[src/rtl/fir_cfg_ctrl_if.sv]
// Coefficient-load / decimator-control bus for fir_cfg_ctrl.
// The master drives the configuration stream; the slave (the controller)
// drives the coefficient write port, run enable, strobes and status.
interface fir_cfg_ctrl_if #(
    parameter int NTAPS      = 256,
    parameter int COEFF_SIZE = 16
);
    localparam int AW = (NTAPS > 1) ? $clog2(NTAPS) : 1;

    logic                  cfg_start;
    logic                  cfg_valid;
    logic [COEFF_SIZE-1:0] cfg_data;
    logic                  cfg_ready;
    logic                  c_we;
    logic [AW-1:0]         c_addr;
    logic [COEFF_SIZE-1:0] c_in;
    logic                  fir_en;
    logic                  in_stb;
    logic                  out_stb;
    logic                  busy;
    logic                  done;
    logic                  err;

    modport master (
        output cfg_start, cfg_valid, cfg_data,
        input  cfg_ready, c_we, c_addr, c_in, fir_en, in_stb, out_stb, busy, done, err
    );

    modport slave (
        input  cfg_start, cfg_valid, cfg_data,
        output cfg_ready, c_we, c_addr, c_in, fir_en, in_stb, out_stb, busy, done, err
    );
endinterface

[src/rtl/fir_cfg_ctrl.sv]
// FIR decimator configuration controller.
// IDLE -> LOAD streams NTAPS coefficients into the decimator's coefficient
// memory; LOAD -> RUN enables the filter and generates the input/output
// sample strobes. A stalled load times out back to IDLE with a sticky err.
// Every output is a flop; cfg_start always wins and restarts a load.
module fir_cfg_ctrl #(
    parameter int NTAPS      = 256,
    parameter int M          = 8,
    parameter int D          = 100,
    parameter int COEFF_SIZE = 16,
    parameter int TMO        = 1024
) (
    input  logic          clk,
    input  logic          nrst,
    fir_cfg_ctrl_if.slave bus
);
    localparam int AW = (NTAPS > 1) ? $clog2(NTAPS) : 1;
    localparam int DW = (D > 1) ? $clog2(D) : 1;
    localparam int PW = (M > 1) ? $clog2(M) : 1;
    localparam int TW = $clog2(TMO + 1);

    typedef enum logic [1:0] {
        S_IDLE = 2'd0,
        S_LOAD = 2'd1,
        S_RUN  = 2'd2
    } state_t;

    state_t                state_q, state_d;
    logic [AW-1:0]         cnt_q, cnt_d;
    logic [TW-1:0]         idle_q, idle_d;
    logic [DW-1:0]         div_q, div_d;
    logic [PW-1:0]         phase_q, phase_d;
    logic                  c_we_q, c_we_d;
    logic [AW-1:0]         c_addr_q, c_addr_d;
    logic [COEFF_SIZE-1:0] c_in_q, c_in_d;
    logic                  fir_en_q, fir_en_d;
    logic                  in_stb_q, in_stb_d;
    logic                  out_stb_q, out_stb_d;
    logic                  cfg_ready_q, cfg_ready_d;
    logic                  busy_q, busy_d;
    logic                  done_q, done_d;
    logic                  err_q, err_d;
    logic                  hs_s;

    // A word is accepted only while the registered ready is high (LOAD only).
    assign hs_s = bus.cfg_valid & cfg_ready_q;

    // Next-state and next-output logic: start/restart first, then per-state behaviour.
    always_comb begin
        state_d     = state_q;
        cnt_d       = cnt_q;
        idle_d      = idle_q;
        div_d       = div_q;
        phase_d     = phase_q;
        c_we_d      = 1'b0;
        c_addr_d    = c_addr_q;
        c_in_d      = c_in_q;
        fir_en_d    = fir_en_q;
        in_stb_d    = 1'b0;
        out_stb_d   = 1'b0;
        cfg_ready_d = cfg_ready_q;
        busy_d      = busy_q;
        done_d      = 1'b0;
        err_d       = err_q;

        if (bus.cfg_start) begin
            // Any word offered in this cycle is dropped; the load restarts at 0.
            state_d     = S_LOAD;
            cnt_d       = '0;
            idle_d      = '0;
            div_d       = '0;
            phase_d     = '0;
            fir_en_d    = 1'b0;
            cfg_ready_d = 1'b1;
            busy_d      = 1'b1;
            err_d       = 1'b0;
        end else begin
            case (state_q)
                S_LOAD: begin
                    if (hs_s) begin
                        c_we_d   = 1'b1;
                        c_addr_d = cnt_q;
                        c_in_d   = bus.cfg_data;
                        idle_d   = '0;
                        if (cnt_q == AW'(NTAPS - 1)) begin
                            // Last coefficient: stop accepting and hand over to RUN.
                            state_d     = S_RUN;
                            cnt_d       = '0;
                            div_d       = '0;
                            phase_d     = '0;
                            cfg_ready_d = 1'b0;
                            busy_d      = 1'b0;
                            done_d      = 1'b1;
                        end else begin
                            cnt_d = cnt_q + AW'(1);
                        end
                    end else if (idle_q == TW'(TMO - 1)) begin
                        // Source stalled too long: abandon the load.
                        state_d     = S_IDLE;
                        cfg_ready_d = 1'b0;
                        busy_d      = 1'b0;
                        err_d       = 1'b1;
                    end else begin
                        idle_d = idle_q + TW'(1);
                    end
                end
                S_RUN: begin
                    // fir_en rises one cycle after RUN entry; the divider starts with it.
                    fir_en_d    = 1'b1;
                    cfg_ready_d = 1'b0;
                    busy_d      = 1'b0;
                    if (fir_en_q) begin
                        if (div_q == DW'(D - 1)) begin
                            div_d    = '0;
                            in_stb_d = 1'b1;
                            if (phase_q == PW'(M - 1)) begin
                                phase_d   = '0;
                                out_stb_d = 1'b1;
                            end else begin
                                phase_d = phase_q + PW'(1);
                            end
                        end else begin
                            div_d = div_q + DW'(1);
                        end
                    end else begin
                        div_d = '0;
                    end
                end
                S_IDLE: begin
                    fir_en_d    = 1'b0;
                    cfg_ready_d = 1'b0;
                    busy_d      = 1'b0;
                end
                default: begin
                    state_d     = S_IDLE;
                    fir_en_d    = 1'b0;
                    cfg_ready_d = 1'b0;
                    busy_d      = 1'b0;
                end
            endcase
        end
    end

    // State, counters and registered outputs; nrst clears everything at once.
    always_ff @(posedge clk or negedge nrst) begin
        if (!nrst) begin
            state_q     <= S_IDLE;
            cnt_q       <= '0;
            idle_q      <= '0;
            div_q       <= '0;
            phase_q     <= '0;
            c_we_q      <= 1'b0;
            c_addr_q    <= '0;
            c_in_q      <= '0;
            fir_en_q    <= 1'b0;
            in_stb_q    <= 1'b0;
            out_stb_q   <= 1'b0;
            cfg_ready_q <= 1'b0;
            busy_q      <= 1'b0;
            done_q      <= 1'b0;
            err_q       <= 1'b0;
        end else begin
            state_q     <= state_d;
            cnt_q       <= cnt_d;
            idle_q      <= idle_d;
            div_q       <= div_d;
            phase_q     <= phase_d;
            c_we_q      <= c_we_d;
            c_addr_q    <= c_addr_d;
            c_in_q      <= c_in_d;
            fir_en_q    <= fir_en_d;
            in_stb_q    <= in_stb_d;
            out_stb_q   <= out_stb_d;
            cfg_ready_q <= cfg_ready_d;
            busy_q      <= busy_d;
            done_q      <= done_d;
            err_q       <= err_d;
        end
    end

    assign bus.cfg_ready = cfg_ready_q;
    assign bus.c_we      = c_we_q;
    assign bus.c_addr    = c_addr_q;
    assign bus.c_in      = c_in_q;
    assign bus.fir_en    = fir_en_q;
    assign bus.in_stb    = in_stb_q;
    assign bus.out_stb   = out_stb_q;
    assign bus.busy      = busy_q;
    assign bus.done      = done_q;
    assign bus.err       = err_q;
endmodule

[src/flat_wrapper.sv]
// flat-port wrapper written by rule: the top's interface ports become plain ports
module fir_cfg_ctrl_flat 
#(
    parameter int NTAPS      = 256,
    parameter int M          = 8,
    parameter int D          = 100,
    parameter int COEFF_SIZE = 16,
    parameter int TMO        = 1024
)
  (clk, nrst, bus_cfg_start, bus_cfg_valid, bus_cfg_data, bus_cfg_ready, bus_c_we, bus_c_addr, bus_c_in, bus_fir_en, bus_in_stb, bus_out_stb, bus_busy, bus_done, bus_err);
  fir_cfg_ctrl_if #(.NTAPS(NTAPS), .COEFF_SIZE(COEFF_SIZE)) bus_i ();
  input  logic clk;
  input  logic nrst;
  input wire logic [$bits(bus_i.cfg_start)-1:0] bus_cfg_start;
  input wire logic [$bits(bus_i.cfg_valid)-1:0] bus_cfg_valid;
  input wire logic [$bits(bus_i.cfg_data)-1:0] bus_cfg_data;
  output wire logic [$bits(bus_i.cfg_ready)-1:0] bus_cfg_ready;
  output wire logic [$bits(bus_i.c_we)-1:0] bus_c_we;
  output wire logic [$bits(bus_i.c_addr)-1:0] bus_c_addr;
  output wire logic [$bits(bus_i.c_in)-1:0] bus_c_in;
  output wire logic [$bits(bus_i.fir_en)-1:0] bus_fir_en;
  output wire logic [$bits(bus_i.in_stb)-1:0] bus_in_stb;
  output wire logic [$bits(bus_i.out_stb)-1:0] bus_out_stb;
  output wire logic [$bits(bus_i.busy)-1:0] bus_busy;
  output wire logic [$bits(bus_i.done)-1:0] bus_done;
  output wire logic [$bits(bus_i.err)-1:0] bus_err;
  assign bus_i.cfg_start = bus_cfg_start;
  assign bus_i.cfg_valid = bus_cfg_valid;
  assign bus_i.cfg_data = bus_cfg_data;
  assign bus_cfg_ready = bus_i.cfg_ready;
  assign bus_c_we = bus_i.c_we;
  assign bus_c_addr = bus_i.c_addr;
  assign bus_c_in = bus_i.c_in;
  assign bus_fir_en = bus_i.fir_en;
  assign bus_in_stb = bus_i.in_stb;
  assign bus_out_stb = bus_i.out_stb;
  assign bus_busy = bus_i.busy;
  assign bus_done = bus_i.done;
  assign bus_err = bus_i.err;
  fir_cfg_ctrl #(.NTAPS(NTAPS), .M(M), .D(D), .COEFF_SIZE(COEFF_SIZE), .TMO(TMO)) u_core (.clk(clk), .nrst(nrst), .bus(bus_i));
endmodule
[config.mk]
export PLATFORM = sky130hd
export DESIGN_NAME = fir_cfg_ctrl_flat
export DESIGN_NICKNAME = d
export VERILOG_FILES = /design/src/rtl/fir_cfg_ctrl_if.sv /design/src/rtl/fir_cfg_ctrl.sv /design/src/flat_wrapper.sv
export SDC_FILE = /design/constraint.sdc
export NUM_CORES = 1
export LEC_CHECK = 0
export BUFFER_PORTS_ARGS = -buffer_cell sky130_fd_sc_hd__clkbuf_2
export CAP_MARGIN = 30
export CORE_ASPECT_RATIO = 0.9
export CORE_UTILIZATION = 40
export CTS_BUF_LIST = sky130_fd_sc_hd__clkbuf_8
export CTS_CLUSTER_SIZE = 20
export DETAILED_ROUTE_END_ITERATION = 7
export SETUP_SLACK_MARGIN = 0.1
export SYNTH_ARGS = -nofsm -noshare
export SYNTH_HDL_FRONTEND = slang
export SYNTH_SLANG_ARGS = --single-unit
[constraint.sdc]
create_clock -name clk -period 3.4 [get_ports clk]
set_input_delay 0.34 -clock clk [delete_from_list [all_inputs] [get_ports clk]]
set_output_delay 0.34 -clock clk [all_outputs]
set_load 0.1 [all_outputs]
== After elaboration in Yosys (flattened, before gate mapping) ==
Index checks and enable logic that the tools add are counted.

* Flip-flop bits (word level): 62
* Input port bits: 20
* Output and inout port bits: 32
* Word-level logic and storage cells: 103

* Add/sub/neg operators: 4
* Equal/unequal tests: 16
* Mux-type cells: 53
* Bitwise gates (word level): 2
* Reductions and logical operators: 14

{| class="wikitable"
|+ Operators with widths
! cell !! count
|-
| $mux W11 || 4
|-
| $mux W7 || 5
|-
| $mux W8 || 4
|-
| $mux W1 || 26
|-
| $mux W3 || 6
|-
| $ne A3 B2 Y1 const B || 5
|-
| $pmux W7 S2 || 1
|-
| $reduce_and A3 Y1 || 4
|-
| $add A11 B1 Y11 const B || 1
|-
| $eq A11 B10 Y1 const B || 1
|-
| $add A8 B1 Y8 const B || 1
|-
| $eq A8 B8 Y1 const B || 1
|-
| $mux W2 || 4
|-
| $add A7 B1 Y7 const B || 1
|-
| $eq A7 B7 Y1 const B || 1
|-
| $pmux W3 S2 || 1
|-
| $reduce_and A2 Y1 || 3
|-
| $reduce_bool A2 Y1 || 3
|-
| $reduce_and A5 Y1 || 1
|-
| $ne A2 B2 Y1 const B || 2
|-
| $ne A4 B2 Y1 const B || 1
|-
| $ne A4 B4 Y1 const B || 1
|-
| $pmux W2 S2 || 1
|-
| $add A3 B1 Y3 const B || 1
|-
| 10 further kinds || 10
|}

== Logic depth before layout (Yosys ltp) ==
* Depth after elaboration: 6
* Depth in mapped cells: 6
* Mapped depth without buffers: 5

== Worst setup path before layout ==
Ideal clock, no wire load.

* Kind: reg2reg
* Start point: register u_core.cfg_ready_q, in the netlist u_core.bus.cfg_ready
* End point: register u_core.c_addr_q[0], in the netlist u_core.bus.c_addr[0]
* Library setup time: 0.125 ns
* Arrival: 2.260 ns
* Data required time: 3.275 ns
* Slack: 1.015 ns
* Stages on the path, launching flop included: 5
* Path buffers: 1
* Clock period less this slack: 2.385 ns
* Cells stage by stage: dfrtp_1 nand4b_1 nor2_2 buf_2 mux2_2

* Word-level cells in the longest chain between the ends: 2

{| class="wikitable"
|+ RTL lines
! element !! RTL line !! text
|-
| start: declaration || fir_cfg_ctrl.sv:39 || <nowiki>logic cfg_ready_q, cfg_ready_d;</nowiki>
|-
| start signal: assignment || fir_cfg_ctrl.sv:174 || <nowiki>cfg_ready_q <= cfg_ready_d;</nowiki>
|-
| $and A1 B1 Y1 || fir_cfg_ctrl.sv:46 || <nowiki>assign hs_s = bus.cfg_valid & cfg_ready_q;</nowiki>
|-
| $reduce_and A3 Y1 (no line) || n/a ||
|-
| end signal: assignment || fir_cfg_ctrl.sv:169 || <nowiki>c_addr_q <= c_addr_d;</nowiki>
|-
| end: declaration || fir_cfg_ctrl.sv:34 || <nowiki>logic [AW-1:0] c_addr_q, c_addr_d;</nowiki>
|}

No other way between the ends.
A chain may end at the register's enable or synchronous reset.

== Worst setup path after layout ==
* Start point: register u_core.cnt_q[0]
* End point: register u_core.phase_q[1]

* Word-level cells in the longest chain between the ends: 3

{| class="wikitable"
|+ RTL lines
! element !! RTL line !! text
|-
| start: declaration || fir_cfg_ctrl.sv:29 || <nowiki>logic [AW-1:0] cnt_q, cnt_d;</nowiki>
|-
| start signal: assignment || fir_cfg_ctrl.sv:164 || <nowiki>cnt_q <= cnt_d;</nowiki>
|-
| $eq A8 B8 Y1 || fir_cfg_ctrl.sv:85 || <nowiki>if (cnt_q == AW'(NTAPS - 1)) begin</nowiki>
|-
| $ne A3 B2 Y1 (no line) || n/a ||
|-
| $reduce_and A5 Y1 (no line) || n/a ||
|-
| end signal: assignment || fir_cfg_ctrl.sv:167 || <nowiki>phase_q <= phase_d;</nowiki>
|-
| end: declaration || fir_cfg_ctrl.sv:32 || <nowiki>logic [PW-1:0] phase_q, phase_d;</nowiki>
|}

No other way between the ends.

==> results.json <==
{
  "layout_common_cells": "62 x dfrtp_1, 51 x clkbuf_2, 25 x mux2_2, 23 x nand2_1, 12 x nor2_1",
  "power.switching_mw": 0.988,
  "drc": 0,
  "nFillCells": 632,
  "placed_cell_area_sq_mm": 0.00315,
  "max_freq_mhz": 525,
  "cts_buffer_depth": 2,
  "dieArea_sq_mm": 0.00735,
  "rsz0062_at_grt": "false",
  "power.share.sequential_pct": 38.8,
  "slew_headroom_pct": 61.2,
  "firstDrtPassIters": 4,
  "rows": 28,
  "ys_async_sr_fraction_pct": 100,
  "port_buffers": 51,
  "critPathMaxFanout": 8,
  "hold_viol": 0,
  "routed_wl_um": 5390,
  "dp.cells": 378,
  "coreArea_sq_mm": 0.00669,
  "clockPowerShare_pct": 25.3,
  "die-height_um": 81.4,
  "cts_sinks": 62,
  "dieWidth_um": 90.3,
  "finalSetupViolations": 0,
  "syn_nets": 269,
  "dpl.hpwl_um": 3830,
  "grt-ovfl-total": 0,
  "status": "completed",
  "cts_tree": "yes",
  "period_needed_ns": 1.90,
  "fin_area_sq_mm": 0.00333,
  "synth-main-ff-cell": "dfrtp_1",
  "grt_util_all_layers_pct": 16.3,
  "ant_nets": 0,
  "start_util_pct": 41.9,
  "leakagePower_nw": 1.57,
  "seq_area_sq_mm": 0.00155,
  "cp-end-kind": "flop",
  "ys_seq_area_share_pct": 55.3,
  "combPwrFrac_pct": 35.9,
  "final_cell_count_no_fill": 394,
  "synth.avg_cell_area_sq_um": 11.5,
  "wl_per_cell_um": 13.7,
  "viasPerCell": 5.27,
  "worst_slew_pin_slew_ns": 0.582,
  "crit_arrival_ns": 2.17,
  "drive_above_1_share_pct": 32.6,
  "grt_pass1_vias": 1926,
  "finClkSkew_ns": 0.00614,
  "criticalPathCategory": "flop to flop",
  "via_count": 2078,
  "cts_resized": 0,
  "synth-edff-count": 0,
  "synth_cell_type_count": 53,
  "grt_max_degree": 30,
  "hold_class": "input port to flop",
  "cts_buffers": 9,
  "clock_latency_ns": 0.33,
  "netlist_instances": 244,
  "num_antenna_cells": 0,
  "netSwitchingFraction_pct": 44.2,
  "tns_ns": 0,
  "min_period_over_period_pct": 56.0,
  "multi_input_area_sq_mm": 0.00119,
  "power_density_mw_per_mm2": 670,
  "required_ns": 3.67,
  "grt_antenna_before_repair": 0,
  "cp-start-kind": "flop",
  "cap_violations": 0,
  "ys_ff_latch": 62,
  "p_int_mw": 1.25,
  "slew_violations": 0,
  "htreeDepth": 3,
  "pin_count": 52,
  "grt_pass1_wl_um": 9250,
  "ir_drop_v": 0.000451,
  "netlist_area_sq_mm": 0.00281,
  "area_growth_pct": 18.9,
  "place.gp.congestion": 0.833,
  "root_buffer": "clkbuf_8",
  "nets": 325,
  "clk_pin_slew_ns": 0.07,
  "yosysWarnings": 0,
  "drt_iter0_drc": 55,
  "final_common_cell": "dfrtp_1"
}
-- synth_stat cells, types with 2 or more instances --
master | count | share of area, %
inv_1 | 6 | 0.80
a22o_1 | 2 | 0.62
a311o_1 | 2 | 0.71
dfrtp_1 | 62 | 55
xnor2_1 | 2 | 0.62
mux2_2 | 25 | 10
a41oi_1 | 2 | 0.62
and2_1 | 2 | 0.45
xor2_1 | 4 | 1.2
nand4_1 | 6 | 1.3
and3_1 | 5 | 1.1
nand3_1 | 7 | 1.2
ha_1 | 5 | 2.2
and4_1 | 3 | 0.94
nand2b_1 | 4 | 0.89
a21boi_0 | 2 | 0.54
a211oi_1 | 3 | 0.80
mux2i_1 | 2 | 0.71
buf_2 | 3 | 0.54
o21ai_0 | 9 | 1.6
o2bb2ai_1 | 2 | 0.62
a31oi_1 | 4 | 0.89
or3_1 | 3 | 0.67
nand2_1 | 23 | 3.1
a21oi_1 | 11 | 2.0
clkbuf_1 | 5 | 0.67
nor2_1 | 12 | 1.6
o211ai_1 | 2 | 0.54
nor2b_1 | 2 | 0.45
-- through the flow --
step | hold slack, ns | total power, mW | setup WS (ns) | util (%)
finish | 0.235 | 2.23 | 1.50 | 49.8
global route | 0.228 | 2.33 | 1.33 | 49.8
CTS | 0.214 | 2.27 | 1.48 | 49.8
detailed placement | 0.296 | 1.69 | 1.32 | 47.1
global placement | 0.293 | 1.68 | 1.36 | 47.1
floorplan | 0.0444 | 1.55 | 1.01 | -
-- path summary, 6_finish.rpt --
| path | from | to | slack, ns | cells after the start |
|---|---|---|---|---|
| hold reg to reg | u_core.bus.err | u_core.bus.err | 0.50 | 1 |
| setup reg to reg | u_core.cnt_q[0] | u_core.phase_q[1] | 1.50 | 5 |
| min in group asynchronous | nrst | u_core.bus.out_stb | 0.46 | 2 |
| hold / removal | bus_cfg_data[2] | u_core.bus.c_in[2] | 0.23 | 2 |
| max in group asynchronous | nrst | u_core.state_q[0] | 2.21 | 3 |
| setup / recovery | u_core.cnt_q[0] | u_core.phase_q[1] | 1.50 | 5 |
-- sequential cells by signal, summed over array words and instances (netlist names) --
name / cells
u_core.bus.cfg_ready: 1
u_core.cnt_q: 8
u_core.bus.fir_en: 1
u_core.idle_q: 11
u_core.bus.c_addr: 8
u_core.bus.c_we: 1
u_core.bus.c_in: 16
u_core.phase_q: 3
u_core.div_q: 7
u_core.bus.err: 1
u_core.bus.out_stb: 1
u_core.state_q: 2
u_core.bus.in_stb: 1
u_core.bus.done: 1
-- power by group through the flow --
stage / registers, mW / logic (mW) / clock network, mW
floorplan: 1.42 / 0.130 / 0
global placement: 0.876 / 0.804 / 0
detailed placement: 0.881 / 0.806 / 0
CTS: 0.867 / 0.808 / 0.591
global route: 0.880 / 0.832 / 0.622
finish: 0.866 / 0.801 / 0.565
-- worst max-delay path, cell delays in order (launching register included) --
cell and delay [ns]:
dfrtp_1 0.42, ha_1 0.23, and3_1 0.26, a311oi_2 0.57, a31o_2 0.22, a22o_1 0.15
-- kinds of logic (layout without fill, tap and decap cells) --
logic type,after synthesis,count (layout),synth area share [%]
AOI/OAI and AO/OA,52,52,13.2
xor gates and xnor gates,6,6,1.87
adders and majority gates,5,5,2.23
and+or+nand+nor,76,76,14.2
DFF,62,62,55.3
buffers and inverters,16,76,2.41
muxes,27,27,10.7
-- final cells by class --
cell class	count	share of cell area (%)
sequential	62	46.5
multi-input combinational	166	35.6
timing repair buffer	55	8.63
clock buffer	11	4.54
tap	90	3.38
clock inverter	4	0.675
inverter	6	0.675
-- layer usage --
metal  vias to the layer above  track usage, %  wire (um)
met5                         -               0          0
met4                         0            6.29         89
met3                         9            4.72        243
met2                        46            24.8       2370
met1                      1017            22.3       2700
li1                       1006               -          -
-- what timing repair did --
item / in CTS / in global routing
endpoints found under the hold margin: 15 / 0
hold buffers: 1 / 0
setup buffers: 0 / 0
No activity file was read; power rests on OpenSTA's default activity.
